--- src/rtl/sec_a2b_serial.sv ---
// sec_a2b_serial: masked arithmetic-to-Boolean share conversion, bit-serial DOM adder
//   Parameters: K_WIDTH (share width), N_SHARES (2..8 shares)
//   Ports: clk, rst_n (async active-low), dvld (input valid), ena (global enable),
//          i_a (arithmetic shares), rnd (fresh randomness), o_z (Boolean shares),
//          ovld (one-cycle result pulse), busy (conversion in progress)
//   Optional debug: define SEC_A2B_UNMASK_CHK_EN to add dbg_err (unmasked check, never for secure builds)
module sec_a2b_serial #(
  parameter int K_WIDTH  = 32,
  parameter int N_SHARES = 8
) (
  input  logic                            clk,
  input  logic                            rst_n,
  input  logic                            dvld,
  input  logic                            ena,
  input  logic [K_WIDTH*N_SHARES-1:0]     i_a,
  input  logic [K_WIDTH*(N_SHARES-1)-1:0] rnd,
  output logic [K_WIDTH*N_SHARES-1:0]     o_z,
  output logic                            ovld,
  output logic                            busy
`ifdef SEC_A2B_UNMASK_CHK_EN
  , output logic                          dbg_err
`endif
);
  localparam int BW = K_WIDTH > 1 ? $clog2(K_WIDTH) : 1;
  localparam int IW = $clog2(N_SHARES) + 1;
  localparam logic [BW-1:0] LAST_BIT = BW'(K_WIDTH - 1);
  localparam logic [IW-1:0] LAST_IDX = IW'(N_SHARES - 1);

  typedef enum logic [1:0] {S_IDLE, S_REFRESH, S_ADD, S_DONE} state_t;

  state_t                        r_state;
  logic [K_WIDTH*N_SHARES-1:0]   r_a;
  logic [K_WIDTH-1:0]            r_z [N_SHARES];
  logic [K_WIDTH-1:0]            r_y;
  logic [N_SHARES-1:0]           r_c;
  logic [IW-1:0]                 r_idx;
  logic [BW-1:0]                 r_bit;
  logic [K_WIDTH*N_SHARES-1:0]   r_oz;
  logic                          r_ovld;
  logic [K_WIDTH-1:0]            w_rx;
  logic [N_SHARES-1:0]           w_s;
  logic [N_SHARES-1:0]           w_x;
  logic [N_SHARES-1:0]           w_w;
  logic [N_SHARES-1:0]           w_c_nxt;

  assign o_z  = r_oz;
  assign ovld = r_ovld;
  assign busy = r_state != S_IDLE;

  // Share 0 absorbs the XOR of all refresh words so the sharing stays consistent.
  always_comb begin
    w_rx = '0;
    for (int k = 1; k < N_SHARES; k++) w_rx = w_rx ^ rnd[(k-1)*K_WIDTH +: K_WIDTH];
  end

  // Current bit sits at the LSB of each z share; y is only nonzero in share 0.
  always_comb begin
    for (int k = 0; k < N_SHARES; k++) begin
      w_x[k] = r_z[k][0] ^ r_c[k];
      w_w[k] = (k == 0 ? r_y[0] : 1'b0) ^ r_c[k];
      w_s[k] = r_z[k][0] ^ (k == 0 ? r_y[0] : 1'b0) ^ r_c[k];
    end
  end

  // DOM AND: each unordered share pair (i,j) gets its own fresh bit, shared by
  // both cross terms so it cancels in the XOR of the result.
  always_comb begin
    for (int i = 0; i < N_SHARES; i++) w_c_nxt[i] = (w_x[i] & w_w[i]) ^ r_c[i];
    for (int i = 0; i < N_SHARES; i++)
      for (int j = i + 1; j < N_SHARES; j++) begin
        w_c_nxt[i] = w_c_nxt[i] ^ (w_x[i] & w_w[j]) ^ rnd[i*N_SHARES - i*(i+1)/2 + j - i - 1];
        w_c_nxt[j] = w_c_nxt[j] ^ (w_x[j] & w_w[i]) ^ rnd[i*N_SHARES - i*(i+1)/2 + j - i - 1];
      end
  end

`ifdef SEC_A2B_UNMASK_CHK_EN
  logic [K_WIDTH-1:0] w_sum;
  logic [K_WIDTH-1:0] w_zx;
  always_comb begin
    w_sum = '0;
    w_zx  = '0;
    for (int k = 0; k < N_SHARES; k++) begin
      w_sum = w_sum + r_a[k*K_WIDTH +: K_WIDTH];
      w_zx  = w_zx ^ r_z[k];
    end
  end
`endif

  always_ff @(posedge clk or negedge rst_n) begin
    if (!rst_n) begin
      r_state <= S_IDLE;
      r_a     <= '0;
      r_y     <= '0;
      r_c     <= '0;
      r_idx   <= '0;
      r_bit   <= '0;
      r_oz    <= '0;
      r_ovld  <= 1'b0;
      for (int k = 0; k < N_SHARES; k++) r_z[k] <= '0;
`ifdef SEC_A2B_UNMASK_CHK_EN
      dbg_err <= 1'b0;
`endif
    end else if (ena) begin
      r_ovld <= r_state == S_DONE;
      case (r_state)
        S_IDLE: if (dvld) begin
          r_a     <= i_a;
          r_z[0]  <= i_a[0 +: K_WIDTH];
          for (int k = 1; k < N_SHARES; k++) r_z[k] <= '0;
          r_idx   <= IW'(1);
          r_state <= S_REFRESH;
        end
        S_REFRESH: begin
          r_z[0] <= r_z[0] ^ w_rx;
          for (int k = 1; k < N_SHARES; k++) r_z[k] <= r_z[k] ^ rnd[(k-1)*K_WIDTH +: K_WIDTH];
          r_y     <= r_a[r_idx*K_WIDTH +: K_WIDTH];
          r_c     <= '0;
          r_bit   <= '0;
          r_state <= S_ADD;
        end
        S_ADD: begin
          // Sum bits enter at the MSB; after K_WIDTH shifts the word is realigned.
          for (int k = 0; k < N_SHARES; k++) r_z[k] <= {w_s[k], r_z[k][K_WIDTH-1:1]};
          r_y   <= r_y >> 1;
          r_c   <= w_c_nxt;
          r_bit <= r_bit + 1'b1;
          if (r_bit == LAST_BIT) begin
            r_idx   <= r_idx + 1'b1;
            r_state <= r_idx == LAST_IDX ? S_DONE : S_REFRESH;
          end
        end
        default: begin
          for (int k = 0; k < N_SHARES; k++) r_oz[k*K_WIDTH +: K_WIDTH] <= r_z[k];
`ifdef SEC_A2B_UNMASK_CHK_EN
          dbg_err <= w_zx != w_sum;
`endif
          r_state <= S_IDLE;
        end
      endcase
    end
  end
endmodule
--- config.mk ---
export PLATFORM = sky130hd
export DESIGN_NAME = sec_a2b_serial
export DESIGN_NICKNAME = d
export VERILOG_FILES = /design/src/rtl/sec_a2b_serial.sv
export SDC_FILE = /design/constraint.sdc
export NUM_CORES = 2
export LEC_CHECK = 0
export ABC_AREA = 1
export CORE_MARGIN = 8
export CORE_UTILIZATION = 53
export DETAILED_ROUTE_END_ITERATION = 8
export PLACE_DENSITY = 0.79
export SETUP_SLACK_MARGIN = 0.05
export SLEW_MARGIN = 5
export SYNTH_ARGS = -nofsm -noshare
export SYNTH_HDL_FRONTEND = slang
export SYNTH_SLANG_ARGS = --single-unit
--- constraint.sdc ---
create_clock -name clk -period 2.1 [get_ports clk]
set_input_delay 0.63 -clock clk [delete_from_list [all_inputs] [get_ports clk]]
set_output_delay 0.63 -clock clk [all_outputs]
set_load 0.005 [all_outputs]
* Word-level counts from Yosys, hierarchy flattened
Cells that the tools add are included.
Word-level totals: register bits 820, input bits 484, output and inout bits 258
Operators by class: add/subtract/negate cells 2, equality and inequality tests 7, shift operators 1, muxes and demuxes 12, bitwise logic cells 210, reductions and logical operators 12
Operator list (count):
- 256-bit case mux with 3 select lines | 1
- 32-bit XOR | 14
- 256-bit two-way mux | 1
- 256-bit by 10-bit indexed part select with 32-bit output | 1
- 1-bit XOR | 131
- 1-bit bitwise AND | 64
- 32-bit case mux with 2 select lines | 1
- 8-bit case mux with 2 select lines | 1
- 5-bit case mux with 2 select lines | 1
- 3-bit AND reduction | 3
- 4-bit two-way mux | 2
- 4-bit case mux with 2 select lines | 1
- 2-bit two-way mux | 3
- 2-bit case mux with 3 select lines | 1
- 2-bit nonzero test | 3
- 5-bit by 1-bit adder with 5-bit output (second input constant) | 1
- 5-bit equality test (second input constant) | 1
- 4-bit by 1-bit adder with 4-bit output (second input constant) | 1
- 2-bit equality test (second input constant) | 2
- 4-bit by 3-bit equality test with 1-bit output (second input constant) | 1
- 2-bit inequality test (second input constant) | 2
- 2-bit AND reduction | 2
- 4-bit AND reduction | 1
- 3-bit nonzero test | 1
- 4 further kinds | 4

* Longest topological paths before layout
word-level depth 18, mapped depth 16

* Least setup slack after synthesis
OpenSTA, ideal clock, no wires.
path kind reg-to-reg, start point register r_state[0], end point register r_a[168], setup time 125 ps, data arrival time 1622 ps, required time 1975 ps, slack 353 ps, cell stages (with the launch flop) 7, path buffers 2, period minus slack after synthesis 1747 ps, cells stage by stage dfrtp_1 -> inv_1 -> ha_1 -> nand3_1 -> clkbuf_1 -> buf_2 -> mux2_2
On the way: longest elaborated chain between the ends 2
RTL lines:
- start, declared | line 31 | state_t r_state;
- start signal, assigned | line 129 | r_state <= r_idx == LAST_IDX ? S_DONE : S_REFRESH;
- 2-bit zero test | line 105 | case (r_state)
- 3-bit AND reduction (no line)
- end signal, assigned | line 107 | r_a <= i_a;
- end, declared | line 32 | logic [K_WIDTH*N_SHARES-1:0] r_a;
No other way between the ends. A chain may end at the register's enable or synchronous reset.

* Final worst setup path
start point register r_state[0], end point output busy
On the way: longest elaborated chain between the ends 1
RTL lines:
- 2-bit nonzero test | line 48 | assign busy = r_state != S_IDLE;
- end, declared | line 19 | output logic busy
No other way between the ends.

==> results.cfg <==
[pwr]
vdd_drop_max_mv = 0.877
leakage_nw = 26.2
switching_share_pct = 39.8
pwr-share-seq_pct = 36.4
power_frac_clock_pct = 21.4
p_int_w = 0.0459
p_per_area_nw_per_um2 = 1370
combPwrFrac_pct = 42.2
power_switching_w = 0.0303

[sta]
period_needed_ns = 2.05
rsz0062_at_grt = true
fmax_mhz = 487
fin_crit_sh_pct = 97.7
hold_violations = 0
holdWs_ns = 0.474
finalClockSkew_ns = 0.0334
max-slew-margin-rel_pct = 61.9
drv_slew = 0
tightestPinTransition_ns = 0.569
setup_viol = 0

[route]
viasPerCell = 5.91
drt_iter0_markers = 3957
wire_per_inst_um = 25.2
drc_errors = 0
dr.pass1.iters = 6
wirelength_mm = 163
antenna_left = 0
vias = 38200

[yosys]
synth-edff-count = 0
netlist_instances = 4318
synthArstFlopShare_pct = 100
ys_top_cells_by_area = dfrtp_1, mux2_2, nand2_1
syn_area_per_cell_um2 = 9.40
synth_top_area_share_pct = 50.5
synth_flop_cell = dfrtp_1
synth_top_cell_by_area = dfrtp_1
synth_cell_types = 38
synth.most_common_cell = dfrtp_1
yosys_warnings = 0
syn_nets = 4809
yosysSeqAreaShare_pct = 50.5
synth.top_cells.by_count = dfrtp_1, nand2_1, inv_1, o21ai_0, xor2_1
mappedNetlistArea_um2 = 40600
synth_seq_cells = 820

[clock_network]
clock_path_buffers = 3
cts-htree-levels = 3
cts_tree = done
cts_buffers = 86
path_clk_slew_ns = 0.06
cts_root_buf = clkbuf_16
clk_latency_ns = 0.65
cts_sinks = 820

[grt]
antenna_found_initial = 38
grt_usage_pct = 36.6
grt_overflow = 0
grt_pass1_wl_mm = 240
grt_pass1_vias = 37900
grt_start_max_net_pins = 92

[finish]
area_growth_pct = 36.5
nets = 5827
drive_gt1_share_pct = 17.4
final_cells = 6460

[critical_path]
cp.arrival_ns = 1.42
crit_end = busy
crit_path_start = r_state[0]
r2r-end = r_z[61]
required_ns = 1.47
cp-end-kind = output pin
reg2reg_from = r_state[0]
crit_type = reg2out
worst_setup_path_start_kind = flip-flop
r2r_cells = 9
r2r_setup_slack_ns = 0.09
cp_max_fo = 2

[floorplanning]
core_um2 = 75900
num_rows = 101
initial_core_util_pct = 53.5
dieWidth_um = 293
boundaryPins = 742
die_h_um = 293
die_area_um2 = 85700

[status]
outcome = finished, final reports clean

[min_path]
hold_class = in2async

[place]
io_buffers = 741
dp_cells = 6265
place_congestion = 0.981
hpwl_mm = 125

[job]
drv_cap = 0
==> metal layers <==
| layer | vias to the layer above | global-route usage (%) | wire (um) |
|---|---|---|---|
| li1 | 16700 | - | - |
| met5 | - | 0 | 224 |
| met2 | 2218 | 56.6 | 72900 |
| met3 | 453 | 11.2 | 18100 |
| met1 | 18800 | 46.6 | 62200 |
| met4 | 32 | 18.3 | 9170 |
==> cell families after synthesis <==
logic type	share of synthesized area (%)
multiplexers	6.88
AND/OR/NAND/NOR	11.3
flip-flops	50.5
XOR/XNOR	7.94
AO/OA/AOI/OAI	16.5
buffers and inverters	6.67
adder cells (fa/ha/maj)	0.216
==> worst min path at each step <==
| stage | startpoint | end | slack (ns) | depth (start not counted) |
|---|---|---|---|---|
| floorplan | rst_n | o_z[0] | 0.33 | 0 |
| global placement | r_a[31] | r_a[31] | 0.46 | 2 |
| detailed placement | o_z[178] | o_z[178] | 0.47 | 2 |
| CTS | rst_n | r_a[148] | 0.44 | 2 |
| global route | rst_n | r_a[152] | 0.48 | 2 |
| finish | rst_n | r_a[217] | 0.47 | 2 |
==> what timing repair did <==
action | CTS | global route
cloned | 0 | 0
hold endpoints to repair | 15 | 0
buffers inserted | 8 | 4
pin swaps | 2 | 1
setup endpoints to repair | 259 | 11
gates resized for setup | 307 | 14
hold buffers | 1 | 0
==> cells in the final DEF, fill, tap and decap left out, types with 7 or more instances in the layout <==
cell / count
dfrtp_1: 806
nand2_1: 719
clkdlybuf4s50_1: 482
o21ai_0: 409
inv_1: 405
buf_4: 382
xor2_1: 278
mux2_2: 248
dlygate4sd2_1: 233
o22ai_1: 225
a22oi_1: 217
nor2_1: 156
nand3_1: 131
a21oi_1: 124
o221ai_1: 94
clkbuf_16: 88
xnor2_1: 87
buf_12: 73
nand3b_1: 39
or2_2: 33
diode_2: 25
clkbuf_8: 25
clkbuf_1: 14
dfrtp_2: 13
clkinv_2: 11
clkdlybuf4s15_1: 11
inv_2: 9
clkdlybuf4s15_2: 9
bufinv_16: 7
==> worst max-delay path, cell delays in order, from the launching register on <==
cell and delay [ns]:
dfrtp_1 0.40, inv_2 0.09, ha_4 0.15, inv_4 0.04, buf_6 0.10
==> power by group through the flow <==
| stage | registers [W] | clock network (W) | logic, W |
|---|---|---|---|
| 4_1_cts | 0.0275 | 0.0164 | 0.0317 |
| 3_3_place_gp | 0.0274 | 0 | 0.0314 |
| 5_1_grt | 0.0283 | 0.0170 | 0.0347 |
| 2_1_floorplan | 0.0260 | 0 | 0.0184 |
| 3_5_place_dp | 0.0277 | 0 | 0.0323 |
| 6_report | 0.0277 | 0.0163 | 0.0321 |
==> state kept, by name (all words and copies together) (netlist names) <==
register,count
o_z,256
ovld,1
r_a,256
r_bit,5
r_c,8
r_idx,4
r_state,2
r_y,32
r_z,256
==> area by class of cell <==
type	instances	area (um^2)
Timing Repair Buffer	1198	11500
Sequential cell	820	20500
Fill cell	5453	20500
Antenna cell	25	62.6
Clock inverter	30	414
Multi-Input combinational cell	2812	17500
Clock buffer	127	2600
Tap cell	1030	1290
Inverter	418	1570
==> stage by stage <==
step           utilization [%]  instance area [um^2]  setup slack (ns)  setup TNS (ns)  total power [W]
2_1_floorplan                -                 40600             0.353               0           0.0444
3_3_place_gp              69.1                 52500            -0.502         -143.13           0.0588
3_5_place_dp              69.1                 52500            -0.524         -149.58           0.0600
4_1_cts                   72.9                 55300           -0.0165         -0.0165           0.0756
5_1_grt                   72.9                 55400           -0.0101         -0.0101           0.0800
6_report                  73.0                 55400            0.0476               0           0.0761
(Power assumes the default switching activity.)
